===== src/rtl/dual_rail_pkg.sv =====
// Shared dual-rail code words and rail-pair validity helper.
// A rail pair is written {p, n}; only 01 and 10 carry data.
package dual_rail_pkg;

    typedef enum logic [1:0] {
        DR_NULL    = 2'b00,
        DR_ZERO    = 2'b01,
        DR_ONE     = 2'b10,
        DR_ILLEGAL = 2'b11
    } dr_code_t;

    function automatic logic dr_valid(input logic p, input logic n);
        return p ^ n;
    endfunction

endpackage


===== src/rtl/dual_rail_lane.sv =====
// One lane: rail-consistency check plus truth-table lookup, purely combinational.
// A faulty lane returns the null code word and raises err.
module dual_rail_lane
    import dual_rail_pkg::*;
#(
    parameter int                   N_IN  = 4,
    parameter logic [(1<<N_IN)-1:0] TRUTH = 16'h8E3C
) (
    input  logic [N_IN-1:0] in_p,
    input  logic [N_IN-1:0] in_n,
    output logic            res_p,
    output logic            res_n,
    output logic            err
);

    logic     good;
    dr_code_t code;

    always_comb begin
        good = 1'b1;
        for (int unsigned i = 0; i < N_IN; i++) begin
            good = good & dr_valid(in_p[i], in_n[i]);
        end
        if (!good)
            code = DR_NULL;
        else if (TRUTH[in_p])
            code = DR_ONE;
        else
            code = DR_ZERO;
        {res_p, res_n} = code;
        err            = !good;
    end

endmodule


===== src/rtl/dual_rail_lut_eval.sv =====
// Registered multi-lane dual-rail LUT evaluator with valid/ready handshake
// and a saturating count of words that contained any faulty lane.
module dual_rail_lut_eval
    import dual_rail_pkg::*;
#(
    parameter int N_IN     = 4,
    parameter int CHANNELS = 2,
    parameter     TRUTH    = 16'h8E3C,
    parameter int CNT_W    = 8
) (
    input  logic                     clk,
    input  logic                     rst,
    input  logic [CHANNELS*N_IN-1:0] in_p,
    input  logic [CHANNELS*N_IN-1:0] in_n,
    input  logic                     in_valid,
    output logic                     in_ready,
    output logic [CHANNELS-1:0]      out_p,
    output logic [CHANNELS-1:0]      out_n,
    output logic [CHANNELS-1:0]      out_err,
    output logic                     out_valid,
    input  logic                     out_ready,
    input  logic                     err_clr,
    output logic [CNT_W-1:0]         err_count
);

    if (N_IN < 1 || N_IN > 6 || $bits(TRUTH) != (1 << N_IN)) begin : g_bad_cfg
        $error("dual_rail_lut_eval: N_IN must be 1..6 and TRUTH must be 2**N_IN bits wide");
    end

    logic [CHANNELS-1:0] lane_p;
    logic [CHANNELS-1:0] lane_n;
    logic [CHANNELS-1:0] lane_err;
    logic                accept;
    logic [CNT_W-1:0]    cnt_base;
    logic [CNT_W-1:0]    cnt_next;

    for (genvar c = 0; c < CHANNELS; c++) begin : g_lane
        dual_rail_lane #(
            .N_IN  (N_IN),
            .TRUTH (TRUTH)
        ) u_lane (
            .in_p  (in_p[c*N_IN +: N_IN]),
            .in_n  (in_n[c*N_IN +: N_IN]),
            .res_p (lane_p[c]),
            .res_n (lane_n[c]),
            .err   (lane_err[c])
        );
    end

    assign in_ready = !out_valid || out_ready;
    assign accept   = in_valid && in_ready;

    // Clear is applied before the increment so clear plus a faulty word lands on 1.
    always_comb begin
        cnt_base = err_clr ? '0 : err_count;
        cnt_next = cnt_base;
        if (accept && (|lane_err) && (cnt_base != '1))
            cnt_next = cnt_base + 1'b1;
    end

    always_ff @(posedge clk or posedge rst) begin
        if (rst) begin
            out_p     <= '0;
            out_n     <= '0;
            out_err   <= '0;
            out_valid <= 1'b0;
            err_count <= '0;
        end else begin
            if (accept) begin
                out_p   <= lane_p;
                out_n   <= lane_n;
                out_err <= lane_err;
            end
            out_valid <= accept || (out_valid && !out_ready);
            err_count <= cnt_next;
        end
    end

endmodule


===== config.mk =====
export PLATFORM = sky130hd
export DESIGN_NAME = dual_rail_lut_eval
export DESIGN_NICKNAME = d
export VERILOG_FILES = /design/src/rtl/dual_rail_pkg.sv /design/src/rtl/dual_rail_lane.sv /design/src/rtl/dual_rail_lut_eval.sv
export SDC_FILE = /design/constraint.sdc
export NUM_CORES = 1
export LEC_CHECK = 0
export ABC_CLOCK_PERIOD_IN_PS = 3850
export CORE_MARGIN = 1
export CORE_UTILIZATION = 45
export DETAILED_ROUTE_END_ITERATION = 6
export GPL_TIMING_DRIVEN = 0
export PLACE_DENSITY = 0.9
export SLEW_MARGIN = 20
export SYNTH_ARGS = -nofsm -noshare
export SYNTH_HDL_FRONTEND = slang
export SYNTH_SLANG_ARGS = --single-unit

===== constraint.sdc =====
create_clock -name clk -period 3.85 [get_ports clk]
set_input_delay 0.9625 -clock clk [delete_from_list [all_inputs] [get_ports clk]]
set_output_delay 0.9625 -clock clk [all_outputs]
set_load 0.005 [all_outputs]

==> run summary <==
The post-synthesis compound-gate area fraction came out at 0.07521. For met1 alone, demand over resource in global routing was 0.2000. Of all cell types, the one taking the most synthesized area is sky130_fd_sc_hd__dfrtp_1. The portion of the clock cycle consumed by the worst path in the final layout is 0.7902.

STA puts the critical path data required time at approximately 2.9 ns. The number of H-tree branching levels came out at 1. The overall power came out at approximately 340 uW.

In this run the worst hold path is classified as reg2reg. The initial utilization of the core area, before any placement, comes to 0.4986. Setup repair after global routing left no endpoint under its margin. Leaving out filler cells and counting taps, the final layout contains 154. The count of final hold-check violations came to 0. The number of clock sinks seen by CTS is 15. In this design, the critical path's most frequently occurring cell is sky130_fd_sc_hd__clkdlybuf4s50_1. The portion of synthesized area spent on multiplexers is 0.04039.

The number of antenna diodes is 0. The dominant register cell in the synthesized netlist is sky130_fd_sc_hd__dfrtp_1. The cell area after layout is around 1300 sq um. For this run, the number of Yosys warnings is 0. For the worst setup path, the data arrival time is 2.08 ns. The parity-gate share of the synthesized area counting xor and xnor cells is 0.1170.

The number of buffers inserted by post-CTS setup repair is 0. The setup total negative slack came out at 0 ns. The post-layout minimum cycle time came out at between 3 and 4 ns.

The routed via count is approximately 800. The clock slew at the register clock pins of the worst setup and hold paths is 0.08 ns. The total placed instance area is about 1300 sq um. The worst setup path is captured at an output pin. After synthesis, the largest family of logic cells by area is simple AND/OR/NAND/NOR gates.

The critical path's top delay family is buffers and inverters. The number of slew-limit violations in the final report came out at 0. The critical-path maximum fanout is 4.

The worst supply voltage drop on vdd is 0.2094 mV. The remaining routing DRC violations is 0. The die width is around 47 microns. The standard cell core area is roughly 1800 sq um.

The area growth from synthesis to layout is 46.52%. The number of global-route vias before repair came out at ~740. The worst max-slew margin expressed relative to the limit came out at 0.6344. The final weighted congestion in routability-driven placement came out at 0.8477.

The power density over the cells is approximately 260 nW/um^2. The cell area that synthesis handed to floorplanning was 898.4 sq um. The mean routed wirelength per cell is about 13 microns. The hold buffer count at cts came out at 0.

The number of synthesized flops with an enable pin is 0. The top-area cell type share of the netlist area came out at 0.4178. The share of async-settable or async-resettable flops after synthesis is 1.000. The final-report setup violation count came out at 0.

The element type at the critical path start is an input pin. The count of nets left with antenna violations after detail routing is 0. The average vias per placed instance came out at 5.188.

For met3 alone, demand over resource in global routing was 0.03137. In the post-synthesis netlist, the cell with the most instances is sky130_fd_sc_hd__dfrtp_1. The TritonCTS clock tree is done.

The layer with the highest usage is met2. The synthesized area divided by synthesized cell count is just over 10 sq um. The number of antenna violations at the first check in global routing is 0.

The count of buffering cells on the critical path with inverters included is 2. The flow ran to the end, and the final reports show no timing, DRC or antenna violations. Global routing finished with a remaining overflow of 0. The actual transition at the worst max-transition pin is 0.5478 ns. Input and output buffers added on the ports amount to 36. Final hold analysis gives a worst-case slack of 0.4886 ns. The number of optimization iterations in the first detailed-route pass came out at 4.

After synthesis, the most frequently instantiated cells are sky130_fd_sc_hd__dfrtp_1 (15), sky130_fd_sc_hd__nand2_1 (12), sky130_fd_sc_hd__xnor2_1 (12), sky130_fd_sc_hd__nand3_1 (5). The total routing usage reported by global routing is 0.1968. The placed wire-length estimate after detailed placement came out at 1.644 mm.

For this run, global-route usage on met2 was measured as 0.3806. The synthesized flop and latch total came out at 15. The number of clock buffers inserted by TritonCTS came out at 3.

The global-route wire length before repair came out at 2.980 mm. The setup slack of the critical path after layout is slightly above 0.8 ns. The setup path with the least slack is of type in2out. The final standard cell utilization of the core is 0.7306. The net total in the final layout came out at 152.

The maximum achievable frequency came out at 328.7 MHz. The cell count after synthesis is 89. The clock latency on the worst-skew pair is 0.28 ns.

The library cell contributing the largest single delay on the critical path is sky130_fd_sc_hd__clkdlybuf4s50_1. The share of post-route cells with drive strength above 1 is 0.08527. After synthesis, the cell types taking the most area are sky130_fd_sc_hd__dfrtp_1 (42%), sky130_fd_sc_hd__xnor2_1 (12%), sky130_fd_sc_hd__nand2_1 (5.0%).

The tree is rooted in a sky130_fd_sc_hd__clkbuf_4. For the final database, setup skew stands at between 0.0015 and 0.002 ns. The largest single stage delay on the critical path is about 0.52 ns. The setup slack after placement came out at roughly 0.64 ns. The total I/O pin count came out at 37.

The clock passes through at most 2 buffers. The wire length after detailed routing came out at ~2 mm. After detailed placement, the design holds a cell count of 150. The adder-cell share of the synthesized area came out at 0.01393. The distinct cell type count of the synthesized netlist is 35. The max-capacitance violation count came out at 0. The die covers about 2200 sq um. The height of the die is roughly 47 microns. The synthesized net count came out at around 110. The number of resized instances in the post-cts repair step is 0. The initialized floorplan defines 15 standard-cell rows. The static leakage is between 0.5 and 0.6 nW. For this run, the register share of the synthesized area comes to 0.4178. The critical path goes through clkdlybuf4s50_1, nand2b_1, clkdlybuf4s50_1. Of the total synthesized cell area, the portion taken by AND, OR, NAND and NOR gates is 0.3189. The pin count of the biggest net entering global routing came out at 16. In this run, the number of DRC markers left after iteration 0 of detailed routing was 18.
==> worst min-delay path: stages, from the launching register on <==
cell and delay (ns):
sky130_fd_sc_hd__dfrtp_1 0.35, sky130_fd_sc_hd__nand2_1 0.05, sky130_fd_sc_hd__o21ai_0 0.06
==> sequential cells by signal, summed over array words and instances (netlist names) <==
register and count:
out_valid 1, out_err 2, out_p 2, out_n 2
err_count 8
==> kinds of logic (layout without fill, tap and decap cells) <==
kind of cell	after synthesis	after routing
and+or+nand+nor	44	44
AOI/OAI and AO/OA	10	10
DFF	15	15
buffers and inverters	4	44
xor gates and xnor gates	12	12
muxes	3	3
adders and majority gates	1	1
==> where the power goes <==
group	internal, mW	total (mW)	switching [mW]	leakage (nW)
Combinational	0.0480	0.0826	0.0346	0.339
Sequential	0.165	0.169	0.00439	0.194
Clock	0.0402	0.0891	0.0489	0.0150
Total	0.253	0.341	0.0879	0.548
==> layer usage <==
| metal | vias to the layer above | share of wire |
|---|---|---|
| met3 | 4 | 0.055 |
| met4 | 0 | 0.0072 |
| met5 | - | 0 |
| met2 | 32 | 0.56 |
| li1 | 390 | - |
| met1 | 373 | 0.37 |
==> cell usage in the layout, fill, tap and decap left out, types with 4 or more instances in the layout <==
cell type,synthesis,routed
sky130_fd_sc_hd__and2b_1,4,4
sky130_fd_sc_hd__clkdlybuf4s50_1,0,36
sky130_fd_sc_hd__dfrtp_1,15,15
sky130_fd_sc_hd__nand2_1,12,12
sky130_fd_sc_hd__nand2b_1,4,4
sky130_fd_sc_hd__nand3_1,5,5
sky130_fd_sc_hd__nor2_1,4,4
sky130_fd_sc_hd__xnor2_1,12,12
==> worst paths after layout <==
check,slack (ns),end,cells after the start,from
hold / removal,0.49,out_n[0],2,out_n[0]
setup / recovery,0.81,in_ready,3,out_ready
setup reg to reg,1.89,err_count[7],7,err_count[0]
min in group asynchronous,1.02,err_count[0],2,rst
max in group asynchronous,2.47,err_count[6],2,rst
hold reg to reg,0.49,out_n[0],2,out_n[0]
==> cell type report <==
class                      count  area [sq um]
clock buffer                   4         26.28
timing repair buffer          36         360.3
buffer                         1         3.754
fill                         139         485.5
multi-input combinational     70         508.0
inverter                       3         11.26
tap                           25         31.28
sequential                    15         375.4
Power figures use the tool's default switching activity.
==> variant: new RTL, same flow settings <==
`CNT_W`: 8 -> 10.
--- a/src/rtl/dual_rail_lut_eval.sv
+++ b/src/rtl/dual_rail_lut_eval.sv
@@ -7,5 +7,5 @@
     parameter int CHANNELS = 2,
     parameter     TRUTH    = 16'h8E3C,
-    parameter int CNT_W    = 8
+    parameter int CNT_W    = 10
 ) (
     input  logic                     clk,
Interface: changed (resized err_count); port bits go from 37 to 39. The function was not compared with the original's and may differ.
==> variant against the original RTL <==
Synthesized area increased by 10%. Sequential cell count up 2. Critical path depth stayed put. Sequential share of layout area grew 1.3 points. Wire length up 8.7%. Worst setup slack got worse by 0.0011 ns. Power grew 6.4%. Cell area rose by 8.6%.
==> variant: results (changes against the original RTL) <==
Status: finished clean
HPWL after detailed placement: 1720 microns (+4.8%)
Clk_lat worst skew: 0.30 ns (+0.02 ns)
Netlist cell types: 37 (+5.7%)
Most frequent cells after synthesis: 17 x dfrtp_1, 9 x xor2_1, 8 x nand2_1, 8 x nand2b_1
Switch Pwr: 0.0903 mW (+2.8%)
Vias in the first global route: 931 (+25%)
GRT Overall Usage: 0.214 (+0.0176)
Pleak: 0.572 nW (+4.2%)
Ys async rst share: 1.00 (unchanged)
Port bufs: 38 (+5.6%)
Post-CTS setup buffers: 0 (unchanged)
Hold path start: out_p[1]$_DFFE_PP0P_
Vias: 923 (+16%)
Largest net degree at the start of global routing: 18 (+2)
Drt initial violations: 11 (-7)
Max FFs per register: 10 (+2)
Worst rel slew slack: 0.599 (-0.0358)
Fin Clk Skew: 0.00917 ns (+0.00747 ns)
First-pass GRT wire length: 3870 microns (+30%)
Mapped Cells: 103 (+16%)
Placed insts: 168 (+12%)
Total wire length: 2120 microns (+8.7%)
Top cells by area, synth: dfrtp_1 43%, xor2_1 8.0%, nand2b_1 5.1%, xnor2_1 3.5%, nand2_1 3.0%
Share of cells above drive strength 1: 0.0828 (-0.00251)
Seq/Total Area, Yosys: 0.430 (+0.0126)
Peak VDD IR: 0.174 mV (-17%)
RePlAce Congestion: 0.808 (-4.6%)
Fillcell total: 175 (+26%)
DP Worst Slack: 0.637 ns (-0.00331 ns)
-- variant: final cells by class --
cell class / count / area share
Clock buffer: 4 / 0.0184
Buffer: 2 / 0.00876
Inverter: 5 / 0.0131
Timing Repair Buffer: 38 / 0.266
Sequential cell: 17 / 0.298
Tap cell: 27 / 0.0236
Multi-Input combinational cell: 79 / 0.372
-- variant: path summary, 6_finish.rpt --
check                                               to  slack [ns]  depth (start not counted)
worst max-delay path                          in_ready        0.81                          3
worst min-delay path              out_p[1]$_DFFE_PP0P_        0.50                          2
worst max register to register  err_count[9]$_DFF_PP0_        1.82                          7
worst min register to register    out_p[1]$_DFFE_PP0P_        0.50                          2
max in group asynchronous       err_count[7]$_DFF_PP0_        2.41                          2
min in group asynchronous       out_err[1]$_DFFE_PP0P_        1.04                          2
-- variant: cells by family (layout without fill, tap and decap cells) --
group / Yosys count / count (layout) / share of synthesized area
flops: 17 / 17 / 0.430
xor+xnor: 13 / 13 / 0.115
fa+ha+maj: 1 / 1 / 0.0127
buf+inv: 7 / 49 / 0.0316
mux: 3 / 3 / 0.0329
simple gates: 46 / 46 / 0.273
compound gates: 16 / 16 / 0.104
-- variant: worst min-delay path, stage by stage (launching register included) --
cell and delay, ns:
dfrtp_1 0.36, nand2_1 0.05, o21ai_0 0.06
-- variant: power groups by stage --
stage	registers (mW)	clock network, mW	logic, mW
2_1_floorplan	0.195	0	0.0296
3_3_place_gp	0.195	0	0.0738
3_5_place_dp	0.195	0	0.0766
4_1_cts	0.192	0.0998	0.0767
5_1_grt	0.192	0.109	0.0837
6_report	0.192	0.0953	0.0756
-- variant: metal layers --
layer  global-route usage  routed length (microns)
met4                0.132                       59
met1                0.233                      830
met2                0.377                     1080
met5                    0                        0
met3               0.0467                      150
-- variant: stage by stage --
stage	instance area, sq um	util
2_1_floorplan	988	-
3_3_place_gp	1400	0.694
3_5_place_dp	1400	0.694
4_1_cts	1430	0.707
5_1_grt	1430	0.707
6_report	1430	0.707
